**src/rtl/game_pkg.sv**
```systemverilog
// Shared game types and constants for the player motion and map renderer blocks.
package game_pkg;

    typedef enum logic [1:0] {
        NORTH = 2'd0,
        SOUTH = 2'd1,
        EAST  = 2'd2,
        WEST  = 2'd3
    } dir_t;

    typedef enum logic [1:0] {
        VOID  = 2'd0,
        GRASS = 2'd1,
        WATER = 2'd2,
        SAND  = 2'd3
    } tile_t;

    localparam int MAP_W      = 100;
    localparam int MAP_H      = 75;
    localparam int TILE_SHIFT = 5;
    localparam int WORLD_W    = 3200;
    localparam int WORLD_H    = 2400;
    localparam int BORDER     = 32;

    // Grass and sand can be walked on; water and void cannot.
    function automatic logic is_passable(input tile_t t);
        return (t == GRASS) || (t == SAND);
    endfunction

endpackage

```
**src/rtl/tile_index.sv**
```systemverilog
// Converts a world pixel coordinate into a linear tile map index
// (row * MAP_W + column). Purely combinational; shared with the renderer.
module tile_index
    import game_pkg::*;
(
    input  logic [11:0] x,
    input  logic [11:0] y,
    output logic [12:0] addr
);

    logic [6:0]  x_tile;
    logic [6:0]  y_tile;
    logic [12:0] y_wide;
    logic [12:0] row_base;

    // Row base uses y*100 = y*64 + y*32 + y*4 so no multiplier is needed.
    always_comb begin
        x_tile   = 7'(x >> TILE_SHIFT);
        y_tile   = 7'(y >> TILE_SHIFT);
        y_wide   = {6'd0, y_tile};
        row_base = (y_wide << 6) + (y_wide << 5) + (y_wide << 2);
        addr     = row_base + {6'd0, x_tile};
    end

endmodule

```
**src/rtl/player_motion.sv**
```systemverilog
// Per-frame player movement: samples the direction keys at the start of
// vertical sync, computes a clamped candidate position, checks the two
// leading-edge corner tiles through the tile ROM port and commits the move
// only when both are passable.
// Optional build macro SPRINT_EN: adds the sprint input (double step) with a
// single retry at normal speed when the sprint step is blocked.
module player_motion
    import game_pkg::*;
#(
    parameter int SPEED  = 2,
    parameter int HALF   = 15,
    parameter int X_INIT = 1600,
    parameter int Y_INIT = 1200
) (
    input  logic        Clk,
    input  logic        Reset_n,
    input  logic        VGA_VS,
    input  logic [3:0]  keys,
`ifdef SPRINT_EN
    input  logic        sprint,
`endif
    output logic        tile_req,
    output logic [12:0] tile_addr,
    input  logic [1:0]  tile_data,
    output logic [11:0] x_pos,
    output logic [11:0] y_pos,
    output logic [1:0]  dir,
    output logic        moving,
    output logic        update_done
);

    localparam logic signed [12:0] X_MIN = 13'(BORDER + HALF);
    localparam logic signed [12:0] X_MAX = 13'(WORLD_W - BORDER - 1 - HALF);
    localparam logic signed [12:0] Y_MIN = 13'(BORDER + HALF);
    localparam logic signed [12:0] Y_MAX = 13'(WORLD_H - BORDER - 1 - HALF);
    localparam logic [11:0]        HALF12 = 12'(HALF);

    typedef enum logic [2:0] {
        IDLE   = 3'd0,
        CALC   = 3'd1,
        REQ0   = 3'd2,
        WAIT0  = 3'd3,
        REQ1   = 3'd4,
        WAIT1  = 3'd5,
        COMMIT = 3'd6
    } state_t;

    state_t      state_q, state_d;
    logic        vs_q, vs_d;
    logic        tick_q, tick_d;
    logic [3:0]  keys_q, keys_d;
    logic [11:0] cand_x_q, cand_x_d;
    logic [11:0] cand_y_q, cand_y_d;
    logic        pass_a_q, pass_a_d;
    logic [11:0] x_q, x_d;
    logic [11:0] y_q, y_d;
    dir_t        dir_q, dir_d;
    logic        moving_q, moving_d;
    logic        done_q, done_d;
`ifdef SPRINT_EN
    logic        sprint_q, sprint_d;
    logic        retry_q, retry_d;
`endif

    dir_t              win_dir;
    logic signed [12:0] step_s;
    logic signed [12:0] cx_s;
    logic signed [12:0] cy_s;
    logic [11:0]        cand_x_c;
    logic [11:0]        cand_y_c;
    logic [11:0]        ax, ay, bx, by;
    logic [11:0]        corner_x;
    logic [11:0]        corner_y;
    logic [12:0]        corner_addr;
    logic               tile_ok;

    // Saturate a signed candidate coordinate into the playable range.
    function automatic logic [11:0] clamp_coord(input logic signed [12:0] v,
                                                input logic signed [12:0] lo,
                                                input logic signed [12:0] hi);
        logic signed [12:0] r;
        r = v;
        if (v < lo) begin
            r = lo;
        end else if (v > hi) begin
            r = hi;
        end
        return r[11:0];
    endfunction

    // Key priority up > down > left > right; keys = {up, down, left, right}.
    function automatic dir_t key_dir(input logic [3:0] k);
        dir_t d;
        if (k[3])      d = NORTH;
        else if (k[2]) d = SOUTH;
        else if (k[1]) d = WEST;
        else           d = EAST;
        return d;
    endfunction

    // Candidate position from latched keys, and corner coordinates from the stored candidate.
    always_comb begin
        win_dir = key_dir(keys_q);
        step_s  = 13'(SPEED);
`ifdef SPRINT_EN
        // The doubled step only applies to the first attempt; a retry from WAIT1 uses SPEED.
        if ((state_q == CALC) && sprint_q) begin
            step_s = 13'(2 * SPEED);
        end
`endif
        cx_s = $signed({1'b0, x_q});
        cy_s = $signed({1'b0, y_q});
        case (win_dir)
            NORTH:   cy_s = cy_s - step_s;
            SOUTH:   cy_s = cy_s + step_s;
            EAST:    cx_s = cx_s + step_s;
            default: cx_s = cx_s - step_s;
        endcase
        cand_x_c = clamp_coord(cx_s, X_MIN, X_MAX);
        cand_y_c = clamp_coord(cy_s, Y_MIN, Y_MAX);

        ax = cand_x_q - HALF12;
        bx = cand_x_q + HALF12;
        ay = cand_y_q - HALF12;
        by = cand_y_q + HALF12;
        case (dir_q)
            NORTH:   begin ay = cand_y_q - HALF12; by = cand_y_q - HALF12; end
            SOUTH:   begin ay = cand_y_q + HALF12; by = cand_y_q + HALF12; end
            EAST:    begin ax = cand_x_q + HALF12; bx = cand_x_q + HALF12; end
            default: begin ax = cand_x_q - HALF12; bx = cand_x_q - HALF12; end
        endcase
        corner_x = (state_q == REQ1) ? bx : ax;
        corner_y = (state_q == REQ1) ? by : ay;
    end

    tile_index u_tile_index (
        .x    (corner_x),
        .y    (corner_y),
        .addr (corner_addr)
    );

    // Tile port strobes during the two request states; address idles at zero.
    always_comb begin
        tile_req  = (state_q == REQ0) || (state_q == REQ1);
        tile_addr = tile_req ? corner_addr : 13'd0;
        tile_ok   = is_passable(tile_t'(tile_data));
    end

    // Frame tick detect and the update state machine.
    always_comb begin
        state_d  = state_q;
        vs_d     = VGA_VS;
        tick_d   = vs_q & ~VGA_VS;
        keys_d   = keys_q;
        cand_x_d = cand_x_q;
        cand_y_d = cand_y_q;
        pass_a_d = pass_a_q;
        x_d      = x_q;
        y_d      = y_q;
        dir_d    = dir_q;
        moving_d = moving_q;
        done_d   = 1'b0;
`ifdef SPRINT_EN
        sprint_d = sprint_q;
        retry_d  = retry_q;
`endif
        case (state_q)
            IDLE: begin
                if (tick_q) begin
                    if (keys != 4'd0) begin
                        keys_d  = keys;
`ifdef SPRINT_EN
                        sprint_d = sprint;
                        retry_d  = 1'b0;
`endif
                        state_d = CALC;
                    end else begin
                        moving_d = 1'b0;
                        done_d   = 1'b1;
                    end
                end
            end
            CALC: begin
                dir_d    = win_dir;
                cand_x_d = cand_x_c;
                cand_y_d = cand_y_c;
                state_d  = REQ0;
            end
            REQ0:  state_d = WAIT0;
            WAIT0: begin
                pass_a_d = tile_ok;
                state_d  = REQ1;
            end
            REQ1:  state_d = WAIT1;
            WAIT1: begin
                // Position and done load here so they are visible during COMMIT.
                if (pass_a_q && tile_ok) begin
                    x_d      = cand_x_q;
                    y_d      = cand_y_q;
                    moving_d = (cand_x_q != x_q) || (cand_y_q != y_q);
                    done_d   = 1'b1;
                    state_d  = COMMIT;
                end
`ifdef SPRINT_EN
                else if (sprint_q && !retry_q) begin
                    retry_d  = 1'b1;
                    cand_x_d = cand_x_c;
                    cand_y_d = cand_y_c;
                    state_d  = REQ0;
                end
`endif
                else begin
                    moving_d = 1'b0;
                    done_d   = 1'b1;
                    state_d  = COMMIT;
                end
            end
            COMMIT:  state_d = IDLE;
            default: state_d = IDLE;
        endcase
    end

    // State and datapath registers; reset discards any outstanding tile response.
    always_ff @(posedge Clk or negedge Reset_n) begin
        if (!Reset_n) begin
            state_q  <= IDLE;
            vs_q     <= 1'b0;
            tick_q   <= 1'b0;
            keys_q   <= 4'd0;
            cand_x_q <= 12'd0;
            cand_y_q <= 12'd0;
            pass_a_q <= 1'b0;
            x_q      <= 12'(X_INIT);
            y_q      <= 12'(Y_INIT);
            dir_q    <= SOUTH;
            moving_q <= 1'b0;
            done_q   <= 1'b0;
`ifdef SPRINT_EN
            sprint_q <= 1'b0;
            retry_q  <= 1'b0;
`endif
        end else begin
            state_q  <= state_d;
            vs_q     <= vs_d;
            tick_q   <= tick_d;
            keys_q   <= keys_d;
            cand_x_q <= cand_x_d;
            cand_y_q <= cand_y_d;
            pass_a_q <= pass_a_d;
            x_q      <= x_d;
            y_q      <= y_d;
            dir_q    <= dir_d;
            moving_q <= moving_d;
            done_q   <= done_d;
`ifdef SPRINT_EN
            sprint_q <= sprint_d;
            retry_q  <= retry_d;
`endif
        end
    end

    assign x_pos       = x_q;
    assign y_pos       = y_q;
    assign dir         = dir_q;
    assign moving      = moving_q;
    assign update_done = done_q;

endmodule

```
**config.mk**
```make
export PLATFORM = sky130hd
export DESIGN_NAME = player_motion
export DESIGN_NICKNAME = d
export VERILOG_FILES = /design/src/rtl/game_pkg.sv /design/src/rtl/tile_index.sv /design/src/rtl/player_motion.sv
export SDC_FILE = /design/constraint.sdc
export NUM_CORES = 1
export LEC_CHECK = 0
export BUFFER_PORTS_ARGS = -buffer_cell sky130_fd_sc_hd__buf_4
export CELL_PAD_IN_SITES_DETAIL_PLACEMENT = 1
export CELL_PAD_IN_SITES_GLOBAL_PLACEMENT = 1
export CORE_UTILIZATION = 30
export CTS_CLUSTER_DIAMETER = 120
export DETAILED_ROUTE_END_ITERATION = 8
export PLACE_DENSITY = 0.6
export SLEW_MARGIN = 20
export SYNTH_ARGS = -nofsm -noshare
export SYNTH_HDL_FRONTEND = slang
export SYNTH_SLANG_ARGS = --single-unit
```
**constraint.sdc**
```tcl
create_clock -name Clk -period 10.13 [get_ports Clk]
set_input_delay 2.026 -clock Clk [delete_from_list [all_inputs] [get_ports Clk]]
set_output_delay 2.026 -clock Clk [all_outputs]
set_load 0.02 [all_outputs]
```
==> metrics.cfg <==
[floorplanning]
io_pins=51
die_h_um=137
start_util_pct=31.1
num_rows=48
core-area_um2=17500
die_area_um2=18700
dieWidth_um=137

[sta]
relSlewSlack_pct=42.8
grt_setup_unrepaired=false
worst_slew_pin_slew_ns=0.855
fin_crit_ns=7.58
final_hold_viol_count=0
fin_ws_ns=2.55
finalCritPeriodShare_pct=74.8
fmax_ghz=0.132
tns_ns=0
setup_viol=0
clock_skew_ns=0.00873
slew_viol_final=0

[critical_path]
critPathRequiredTime_ns=8.10
cp_num_buf_inv=1
path_class=reg2out
reg2reg_slack_ns=6.06
crit_path_end_kind=output pin
r2r_start=keys_q[3]
cp-start-kind=flop
cp_max_fo=5
regToRegEndpoint=cand_x_q[9]
path_delay_family=compound AO/OA/AOI/OAI gates
cp.arrival_ns=5.55
cp_slowest_cell=o41ai_1
max_stage_delay_ns=0.73
reg2reg_depth=11
crit_top_cell=a21oi_1
worstPathCellList=o41ai_1 -> a21oi_1 -> and3_1 -> and3_1 -> a22oi_1 -> xnor2_1 -> xor2_1 -> ha_1 -> fa_1 -> ha_1 -> nor2b_1 -> o21ai_0 -> a21boi_0 -> o21ai_0 -> a21oi_1 -> o21a_1 -> or3_1 -> a21oi_1 -> buf_4

[place]
post-place-ws_ns=2.92
dpl.hpwl_mm=11.7
globalplace.congestion=0.773
io_buffers=49
numPlacedInstances=842

[synthesis]
synth_edf_count=0
ys_ff_latch=61
synth_area_per_cell_um2=9.23
async_flop_share_pct=100
yosysSeqAreaShare_pct=28.2
synthDistinctLibCells=79
synth_flop_cell=dfrtp_1
syn_nets=655
synth_cells=591
syn_area_um2=5460
yosysWarnings=0

[min_path]
hold_start=vs_q
hp-class=reg2reg
hold_path_end=tick_q
whs_path_depth=1

[finish]
final_nets=692
utilization_pct=35.8
ff_latch_area_um2=1540
fillers=2049
syn2layout_area_growth_pct=14.9
antenna_cells=0
multiInputGateArea_um2=3720
drive_gt1_share_pct=20.4
final_cells=858

[cts]
cts_htree_levels=3
clock_path_buffers=2
cts.clk_slew.worst_paths_ns=0.05
clock_latency_ns=0.32
cts_root_buffer=clkbuf_16
numCtsBuffers=9
ctsResizeCount=0
clkSinkCount=61
cts_hold_buf=0
cts_tree=yes
postCtsSetupBuffers=0

[global_route]
grt_overflow=0
grt_use_met1_pct=23.1
grt_max_degree=62
grt_first_pass_wirelength_mm=24.6
grt_use_total_pct=16.8
antenna_found_initial=0
use_met2_pct=28.3
grt_pass1_vias=4650
grt_busiest_layer=met2
use_met3_pct=2.33

[routing]
antenna_left=0
wire_per_inst_um=17.4
drc=0
via_per_inst=5.30
first_iter_violations=183
vias=4548
drt_first_pass_iters=4
routed_wl_mm=14.9

[status]
outcome=completed

[run]
drv_cap=0

==> metal layers <==
layer | vias to the layer above | wire (um)
li1 | 2227 | -
met1 | 2266 | 7460
met2 | 48 | 7110
met3 | 7 | 268
met4 | 0 | 65
met5 | - | 0
==> metrics by stage <==
| stage | area [um^2] | hold WS, ns |
|---|---|---|
| after floorplan | 5460 | 0.439 |
| after global placement | 6000 | 0.457 |
| after detailed placement | 6000 | 0.474 |
| after CTS | 6270 | 0.493 |
| after global routing | 6270 | 0.499 |
| final | 6270 | 0.493 |
==> placed cells by master (no fill, tap or decap), types with 15 or more instances in the layout <==
cell | netlist | final
ha_1 | 49 | 49
inv_1 | 19 | 19
xnor2_1 | 25 | 25
xor2_1 | 31 | 31
o21ai_0 | 26 | 26
a21oi_1 | 36 | 36
nor2_1 | 45 | 45
nor3_1 | 15 | 15
dfrtp_1 | 53 | 53
mux2_2 | 30 | 30
nand2_1 | 47 | 47
buf_4 | 0 | 52
==> worst register-to-register path, cell delays in order (launching register included) <==
cell      delay (ns)
dfrtp_1         0.56
nor3_1          0.53
inv_1           0.39
ha_1            0.57
nand4_1         0.18
o221ai_1        0.40
o21a_1          0.21
o31ai_2         0.08
a211oi_1        0.38
a31oi_4         0.21
and2_1          0.23
a22o_1          0.21
==> synth_stat cells (4+ instances only) <==
| cell | n | area share, % |
|---|---|---|
| mux2_2 | 30 | 6.2 |
| nor3_1 | 15 | 1.4 |
| inv_1 | 19 | 1.3 |
| nor2_1 | 45 | 3.1 |
| xor2_1 | 31 | 5.0 |
| o21ai_0 | 26 | 2.4 |
| a22o_1 | 8 | 1.3 |
| nor4_1 | 4 | 0.46 |
| or3_1 | 8 | 0.92 |
| nand4_1 | 9 | 1.0 |
| a31oi_1 | 6 | 0.69 |
| nand3_1 | 8 | 0.73 |
| buf_2 | 8 | 0.73 |
| mux2i_1 | 8 | 1.5 |
| dfstp_2 | 8 | 3.9 |
| nand2_1 | 47 | 3.2 |
| a211oi_1 | 6 | 0.83 |
| ha_1 | 49 | 11 |
| and3_1 | 6 | 0.69 |
| xnor2_1 | 25 | 4.0 |
| dfrtp_1 | 53 | 24 |
| clkbuf_1 | 14 | 0.96 |
| fa_1 | 6 | 2.2 |
| a21oi_1 | 36 | 3.3 |
| nand2b_1 | 9 | 1.0 |
| o21a_1 | 7 | 0.96 |
| a21o_1 | 9 | 1.2 |
| o31ai_1 | 9 | 1.2 |
| and2_1 | 8 | 0.92 |
| nor2b_1 | 7 | 0.80 |
==> sequential cells by signal (all words and copies together), names as in the netlist <==
register	count
cand_x_q	12
tick_q	1
vs_q	1
dir	2
keys_q	3
pass_a_q	1
moving	1
cand_y_q	12
y_pos	12
state_q	3
update_done	1
x_pos	12
==> cells by family after synthesis <==
logic type	share of synthesized area, %
AND/OR/NAND/NOR	18.2
AO/OA/AOI/OAI	19.4
flip-flops	28.2
XOR/XNOR	8.99
adder cells (fa/ha/maj)	13.4
buffers and inverters	3.71
multiplexers	8.07
==> area by class of cell <==
type                    count  area share (%)
flip-flops and latches     61            24.5
inverters                  19            1.14
clock inverters             1          0.0798
repair buffers             52            6.23
well taps                 225            4.49
multi-input cells         485            59.3
clock buffers              15            4.27
==> how the worst max path moves through the flow <==
stage / from / to / slack (ns) / cells past startpoint
floorplan: dir[1] / tile_addr[12] / 3.55 / 19
global placement: cand_x_q[3] / tile_addr[12] / 3.08 / 19
detailed placement: cand_x_q[3] / tile_addr[12] / 2.92 / 19
CTS: cand_x_q[2] / tile_addr[12] / 2.53 / 20
global route: cand_x_q[2] / tile_addr[12] / 2.21 / 20
finish: cand_x_q[3] / tile_addr[12] / 2.55 / 19
Power is not shown: default switching activity piles up to over one toggle a cycle in this logic, so the estimate is an artifact.
